`config.mk`:
```
export PLATFORM = sky130hd
export DESIGN_NAME = pipe_stage_skid_flat
export DESIGN_NICKNAME = d
export VERILOG_FILES = /design/src/rtl/pipe_stage_skid_if.sv /design/src/rtl/pipe_stage_skid.sv /design/src/flat_wrapper.sv
export SDC_FILE = /design/constraint.sdc
export NUM_CORES = 1
export LEC_CHECK = 0
export ABC_AREA = 0
export BUFFER_PORTS_ARGS = -buffer_cell sky130_fd_sc_hd__buf_2
export CAP_MARGIN = 20
export CELL_PAD_IN_SITES_DETAIL_PLACEMENT = 0
export CELL_PAD_IN_SITES_GLOBAL_PLACEMENT = 1
export CORE_AREA = 2 2 136 138
export CTS_CLUSTER_DIAMETER = 100
export DETAILED_ROUTE_END_ITERATION = 10
export DIE_AREA = 0 0 138 140
export PLACE_DENSITY_LB_ADDON = 0.1
export SETUP_SLACK_MARGIN = 0.2
export SYNTH_ARGS = -nofsm -noshare
export SYNTH_HDL_FRONTEND = slang
export SYNTH_SLANG_ARGS = --single-unit
export TNS_END_PERCENT = 1
```
`constraint.sdc`:
```
create_clock -name clk -period 2.12 [get_ports clk]
set_input_delay 0.212 -clock clk [delete_from_list [all_inputs] [get_ports clk]]
set_output_delay 0.212 -clock clk [all_outputs]
set_load 0.02 [all_outputs]
```
`src/rtl/pipe_stage_skid_if.sv`:
```
// pipe_stage_skid_if: valid/ready handshake bundle for one pipeline stage (upstream in_*, downstream out_*)
// master: the side that drives in_* and out_ready; slave: the stage itself
interface pipe_stage_skid_if #(
    parameter int DATA_W = 68,
    parameter int CTRL_W = 3
);
    logic              in_valid;
    logic              in_ready;
    logic [DATA_W-1:0] in_data;
    logic [CTRL_W-1:0] in_ctrl;
    logic              out_valid;
    logic              out_ready;
    logic [DATA_W-1:0] out_data;
    logic [CTRL_W-1:0] out_ctrl;
    modport master (
        output in_valid, in_data, in_ctrl, out_ready,
        input  in_ready, out_valid, out_data, out_ctrl
    );
    modport slave (
        input  in_valid, in_data, in_ctrl, out_ready,
        output in_ready, out_valid, out_data, out_ctrl
    );
endinterface

```
`src/rtl/pipe_stage_skid.sv`:
```
// pipe_stage_skid: valid/ready pipeline stage register with two-entry skid buffer, flush and bubble ctrl kill
// ports: clk; reset (sync, active-high); flush (drops held entries and same-cycle input);
//        bus (slave) carries in_valid/in_ready/in_data/in_ctrl and out_valid/out_ready/out_data/out_ctrl;
//        occupancy = held entries 0..2; stall_cnt = saturating count of out_valid && !out_ready cycles
module pipe_stage_skid #(
    parameter int DATA_W = 68,
    parameter int CTRL_W = 3,
    parameter int CNT_W  = 16
) (
    input  logic             clk,
    input  logic             reset,
    input  logic             flush,
    pipe_stage_skid_if.slave bus,
    output logic [1:0]       occupancy,
    output logic [CNT_W-1:0] stall_cnt
);
    typedef enum logic [1:0] {EMPTY = 2'd0, ONE = 2'd1, TWO = 2'd2} state_t;

    state_t            state, state_nxt;
    logic [DATA_W-1:0] main_data, skid_data;
    logic [CTRL_W-1:0] main_ctrl, skid_ctrl;
    logic              acc, pop, load_main, load_skid, shift;

    always_ff @(posedge clk)
        if (reset) state <= EMPTY;
        else       state <= state_nxt;

    always_comb begin
        acc       = bus.in_valid && bus.in_ready;
        pop       = bus.out_valid && bus.out_ready;
        state_nxt = flush ? EMPTY :
                    state == EMPTY ? (acc ? ONE : EMPTY) :
                    state == ONE   ? (acc && !pop ? TWO : (!acc && pop ? EMPTY : ONE)) :
                                     (pop ? ONE : TWO);
        // a new entry goes straight to main when main is free or being popped
        load_main = acc && (state == EMPTY || (state == ONE && pop));
        load_skid = acc && state == ONE && !pop;
        shift     = pop && state == TWO;
    end

    always_comb begin
        bus.in_ready  = state != TWO;
        bus.out_valid = state != EMPTY;
        bus.out_data  = main_data;
        bus.out_ctrl  = bus.out_valid ? main_ctrl : '0;
        occupancy     = state;
    end

    // flush clears only the control fields; data is left alone so the bus stays quiet
    always_ff @(posedge clk)
        if (reset) begin
            main_data <= '0;
            main_ctrl <= '0;
            skid_data <= '0;
            skid_ctrl <= '0;
        end else if (flush) begin
            main_ctrl <= '0;
            skid_ctrl <= '0;
        end else begin
            if (load_main) begin
                main_data <= bus.in_data;
                main_ctrl <= bus.in_ctrl;
            end else if (shift) begin
                main_data <= skid_data;
                main_ctrl <= skid_ctrl;
            end
            if (load_skid) begin
                skid_data <= bus.in_data;
                skid_ctrl <= bus.in_ctrl;
            end
        end

    always_ff @(posedge clk)
        if (reset)                                                   stall_cnt <= '0;
        else if (bus.out_valid && !bus.out_ready && stall_cnt != '1) stall_cnt <= stall_cnt + CNT_W'(1);
endmodule
```
`src/flat_wrapper.sv`:
```
// flat-port wrapper written by rule: the top's interface ports become plain ports
module pipe_stage_skid_flat 
#(
    parameter int DATA_W = 68,
    parameter int CTRL_W = 3,
    parameter int CNT_W  = 16
)
  (clk, reset, flush, occupancy, stall_cnt, bus_in_valid, bus_in_data, bus_in_ctrl, bus_out_ready, bus_in_ready, bus_out_valid, bus_out_data, bus_out_ctrl);
  pipe_stage_skid_if #(.DATA_W(DATA_W), .CTRL_W(CTRL_W)) bus_i ();
  input  logic clk;
  input  logic reset;
  input  logic flush;
  output logic [1:0] occupancy;
  output logic [CNT_W-1:0] stall_cnt;
  input wire logic [$bits(bus_i.in_valid)-1:0] bus_in_valid;
  input wire logic [$bits(bus_i.in_data)-1:0] bus_in_data;
  input wire logic [$bits(bus_i.in_ctrl)-1:0] bus_in_ctrl;
  input wire logic [$bits(bus_i.out_ready)-1:0] bus_out_ready;
  output wire logic [$bits(bus_i.in_ready)-1:0] bus_in_ready;
  output wire logic [$bits(bus_i.out_valid)-1:0] bus_out_valid;
  output wire logic [$bits(bus_i.out_data)-1:0] bus_out_data;
  output wire logic [$bits(bus_i.out_ctrl)-1:0] bus_out_ctrl;
  assign bus_i.in_valid = bus_in_valid;
  assign bus_i.in_data = bus_in_data;
  assign bus_i.in_ctrl = bus_in_ctrl;
  assign bus_i.out_ready = bus_out_ready;
  assign bus_in_ready = bus_i.in_ready;
  assign bus_out_valid = bus_i.out_valid;
  assign bus_out_data = bus_i.out_data;
  assign bus_out_ctrl = bus_i.out_ctrl;
  pipe_stage_skid #(.DATA_W(DATA_W), .CTRL_W(CTRL_W), .CNT_W(CNT_W)) u_core (.clk(clk), .reset(reset), .flush(flush), .bus(bus_i), .occupancy(occupancy), .stall_cnt(stall_cnt));
endmodule
```
==> impl_metrics.yaml <==
power:
  netSwitchingPower_mw: 1.930
  p_sw_share_pct: 27.38
  combPwrFrac_pct: 12.8
  peakVddDrop_v: 0.0005566
  internal-power_mw: 5.120
  p_leak_nw: 3.392
  p_seq_share_pct: 45.0
  power_density_mw_per_mm2: 812.9
  pwr-share-clk_pct: 42.2
  p_total_mw: 7.050
clocking:
  cts_root_buf: "clkbuf_16"
  ctsLongestPathBuffers: 2
  htreeDepth: 4
  cts_buffers: 17
  tritoncts: "built"
  cts.reportedPaths.clkPinSlew_ps: 70
  clk_latency_ps: 420
  cts.sinks: 160
  holdBufCountCts: 0
setup_path:
  cp_top_family: "simple AND/OR/NAND/NOR gates"
  critPathMaxFanout: 6
  path_depth: 5
  critical_path_required_ps: 2430
  reg2reg_depth: 5
  crit_type: "flip-flop to flip-flop"
  startpoint_type: "flip-flop"
  endpoint_kind: "flip-flop"
  crit_arrival_ps: 2210
  cpMaxStageDelayCell: "or4_4"
  crit_chain: "ha_4 -> and4_4 -> and4bb_4 -> or4_4 -> mux2_4"
  critPathLaunch: "u_core.stall_cnt[0]$_SDFFE_PP0P_"
  critPathBufInv: 0
  max_stage_delay_ps: 540
  r2r-start: "u_core.stall_cnt[0]$_SDFFE_PP0P_"
global_routing:
  grt_remaining_overflow: 0
  grtUsageTotal_pct: 19.04
  grt_pass1_vias: 6030
  grt_pass1_wl_mm: 30.47
  antenna_found_initial: 3
  grt_max_degree: 82
synthesis:
  synthesis.area_sq_mm: 0.007052
  netlist.area_leader.share_pct: 45.42
  synth-warning-count: 0
  synth_async_sr_flop_share_pct: 0
  ys_top_cells_by_area: "dfxtp_1, a21oi_1, mux2i_1, a311oi_2, nand2_1"
  synth.avg_cell_area_sq_um: 9.266
  syn-num-nets: 839
  synth_cell_types: 41
  ys_ff_latch: 160
  synthFlopType: "dfxtp_1"
  synthCells: 761
  synth_edf_count: 0
  synth_seq_area_share_pct: 45.42
  synth_area_leader_cell: "dfxtp_1"
layout:
  fillers: 1712
  regArea_sq_mm: 0.003209
  final_cells: 1133
  area_growth_pct: 23.00
  final_net_count: 967
  fin_area_sq_mm: 0.008673
  multi_input_area_sq_mm: 0.003506
  utilization_pct: 48.78
  drive_gt1_share_pct: 30.38
drt:
  drtAntennaViolNets: 0
  via_count: 6137
  drt-initial-drc-count: 333
  dr.pass1.iters: 5
  vias_per_cell: 5.417
  drt_wl_total_mm: 18.60
  post_drt_wl_per_cell_microns: 16.41
  drc_errors: 0
sta:
  rsz0062_at_grt: "true"
  hold_viol_final: 0
  maxSlewHeadroom_pct: 53.40
  fin_crit_ps: 1896
  fin_skew_ps: 9.833
  maxSlewViolCount: 0
  setup_viol: 0
  maxClockFrequency_mhz: 527.5
  finalCritPeriodShare_pct: 89.42
  finalSetupTns_ps: 0
  worst_pin_slew_ps: 699.0
floorplanning:
  initial_core_util_pct: 39.66
  dieWidth_microns: 138
  ios: 167
  die-area_sq_mm: 0.01932
  row_count: 49
  core_sq_mm: 0.01778
  die_h_microns: 140
worst_hold_path:
  worstHoldStart: "bus_in_data[63]"
  whs_path_depth: 3
  hp-class: "input pin to flip-flop"
place:
  portBuffers: 166
  post-dp-hpwl_mm: 11.64
  dp_cells: 1097
  dpl_cell_area_sq_mm: 0.008055
  globalplace.congestion: 0.7896
flow_run:
  cap_violations: 0
status:
  outcome: "finished, final reports clean"
placed cells by master, fill, tap and decap left out, types with 2 or more instances in the layout:
master      count
nor2_1          8
inv_6           4
clkinv_2        2
mux2i_1        72
nand3_1         2
a311oi_1       28
a21oi_1       154
and3_1          2
nor2b_1         5
clkbuf_16      17
o31ai_1         9
nand2b_1        2
nand2_1       147
buf_4           8
diode_2         2
clkinvlp_4      5
inv_1           3
dfxtp_2         2
nand4_1         4
or3_1           4
a211oi_1        4
buf_12          9
or4_1          10
a311oi_2       40
dfxtp_1       157
o21ai_0         8
buf_2         165
tightest hold or removal path: cells and delay by family:
kind	cells	cell delay, ps
buffers and inverters	1	100
and+or+nand+nor	1	50
AOI/OAI and AO/OA	1	50
routing by layer:
layer	wire length, microns	part of all wire [%]	vias to the layer above	global-route usage [%]
met2	8961	48	146	32.10
met4	131	0.70	2	5.371
met3	1003	5.4	11	5.744
met1	8492	46	2953	23.68
met5	7	0.038	-	0
li1	-	-	3025	-
state kept, by name (all words and copies together), names as in the netlist:
register	flops
u_core.stall_cnt	16
u_core.skid_data	68
u_core.main_ctrl	3
u_core.bus.out_data	68
u_core.occupancy	2
u_core.skid_ctrl	3
timing repair:
action	in CTS	in global routing
gates resized for setup	3	4
buffers inserted	2	0
pin swaps	0	0
setup endpoints to repair	1	3
area by class of cell:
| cell class | instances | area share, % |
|---|---|---|
| Clock inverter | 14 | 1.529 |
| Multi-Input combinational cell | 523 | 40.42 |
| Antenna cell | 2 | 0.05770 |
| Timing Repair Buffer | 183 | 12.42 |
| Inverter | 4 | 0.2020 |
| Sequential cell | 160 | 37.00 |
| Clock buffer | 18 | 5.063 |
| Tap cell | 229 | 3.304 |
synthesized netlist by cell type, drive strengths merged, types with 5 or more instances:
library cell,number
a21oi,154
a311oi,68
buf,32
clkbuf,42
dfxtp,160
mux2i,72
nand2,148
nor2,8
nor2b,6
o21ai,8
o31ai,9
or3,5
or4,11
cell families (layout without fill, tap and decap cells):
family	after synthesis	count (layout)	share of synthesized area, %
AND/OR/NAND/NOR	200	200	12.83
adder cells (fa/ha/maj)	2	2	0.3548
other	0	2	0
flip-flops	160	160	45.42
AO/OA/AOI/OAI	247	247	25.37
buffers and inverters	78	219	5.482
multiplexers	74	74	10.54
path summary, 6_finish.rpt:
path              slack, ps                                end
setup / recovery        220  u_core.stall_cnt[15]$_SDFFE_PP0P_
setup reg to reg        220  u_core.stall_cnt[15]$_SDFFE_PP0P_
hold reg to reg         450   u_core.skid_data[4]$_SDFFE_PP0P_
hold / removal           30  u_core.skid_data[63]$_SDFFE_PP0P_
power by group through the flow:
stage               logic, mW  registers, mW  clock network [mW]
floorplan               0.495           3.34                   0
global placement        0.891           3.24                   0
detailed placement      0.909           3.24                   0
CTS                     0.910           3.17                3.06
global route            0.978           3.18                3.18
finish                  0.903           3.17                2.98
metrics by stage:
stage          worst slack, ps  hold slack [ps]
2_1_floorplan            215.3            348.0
3_3_place_gp             171.1            440.8
3_5_place_dp             169.2            446.1
4_1_cts                  201.1            11.97
5_1_grt                  194.8            19.34
6_report                 224.3            31.94
Power figures use the tool's default switching activity.
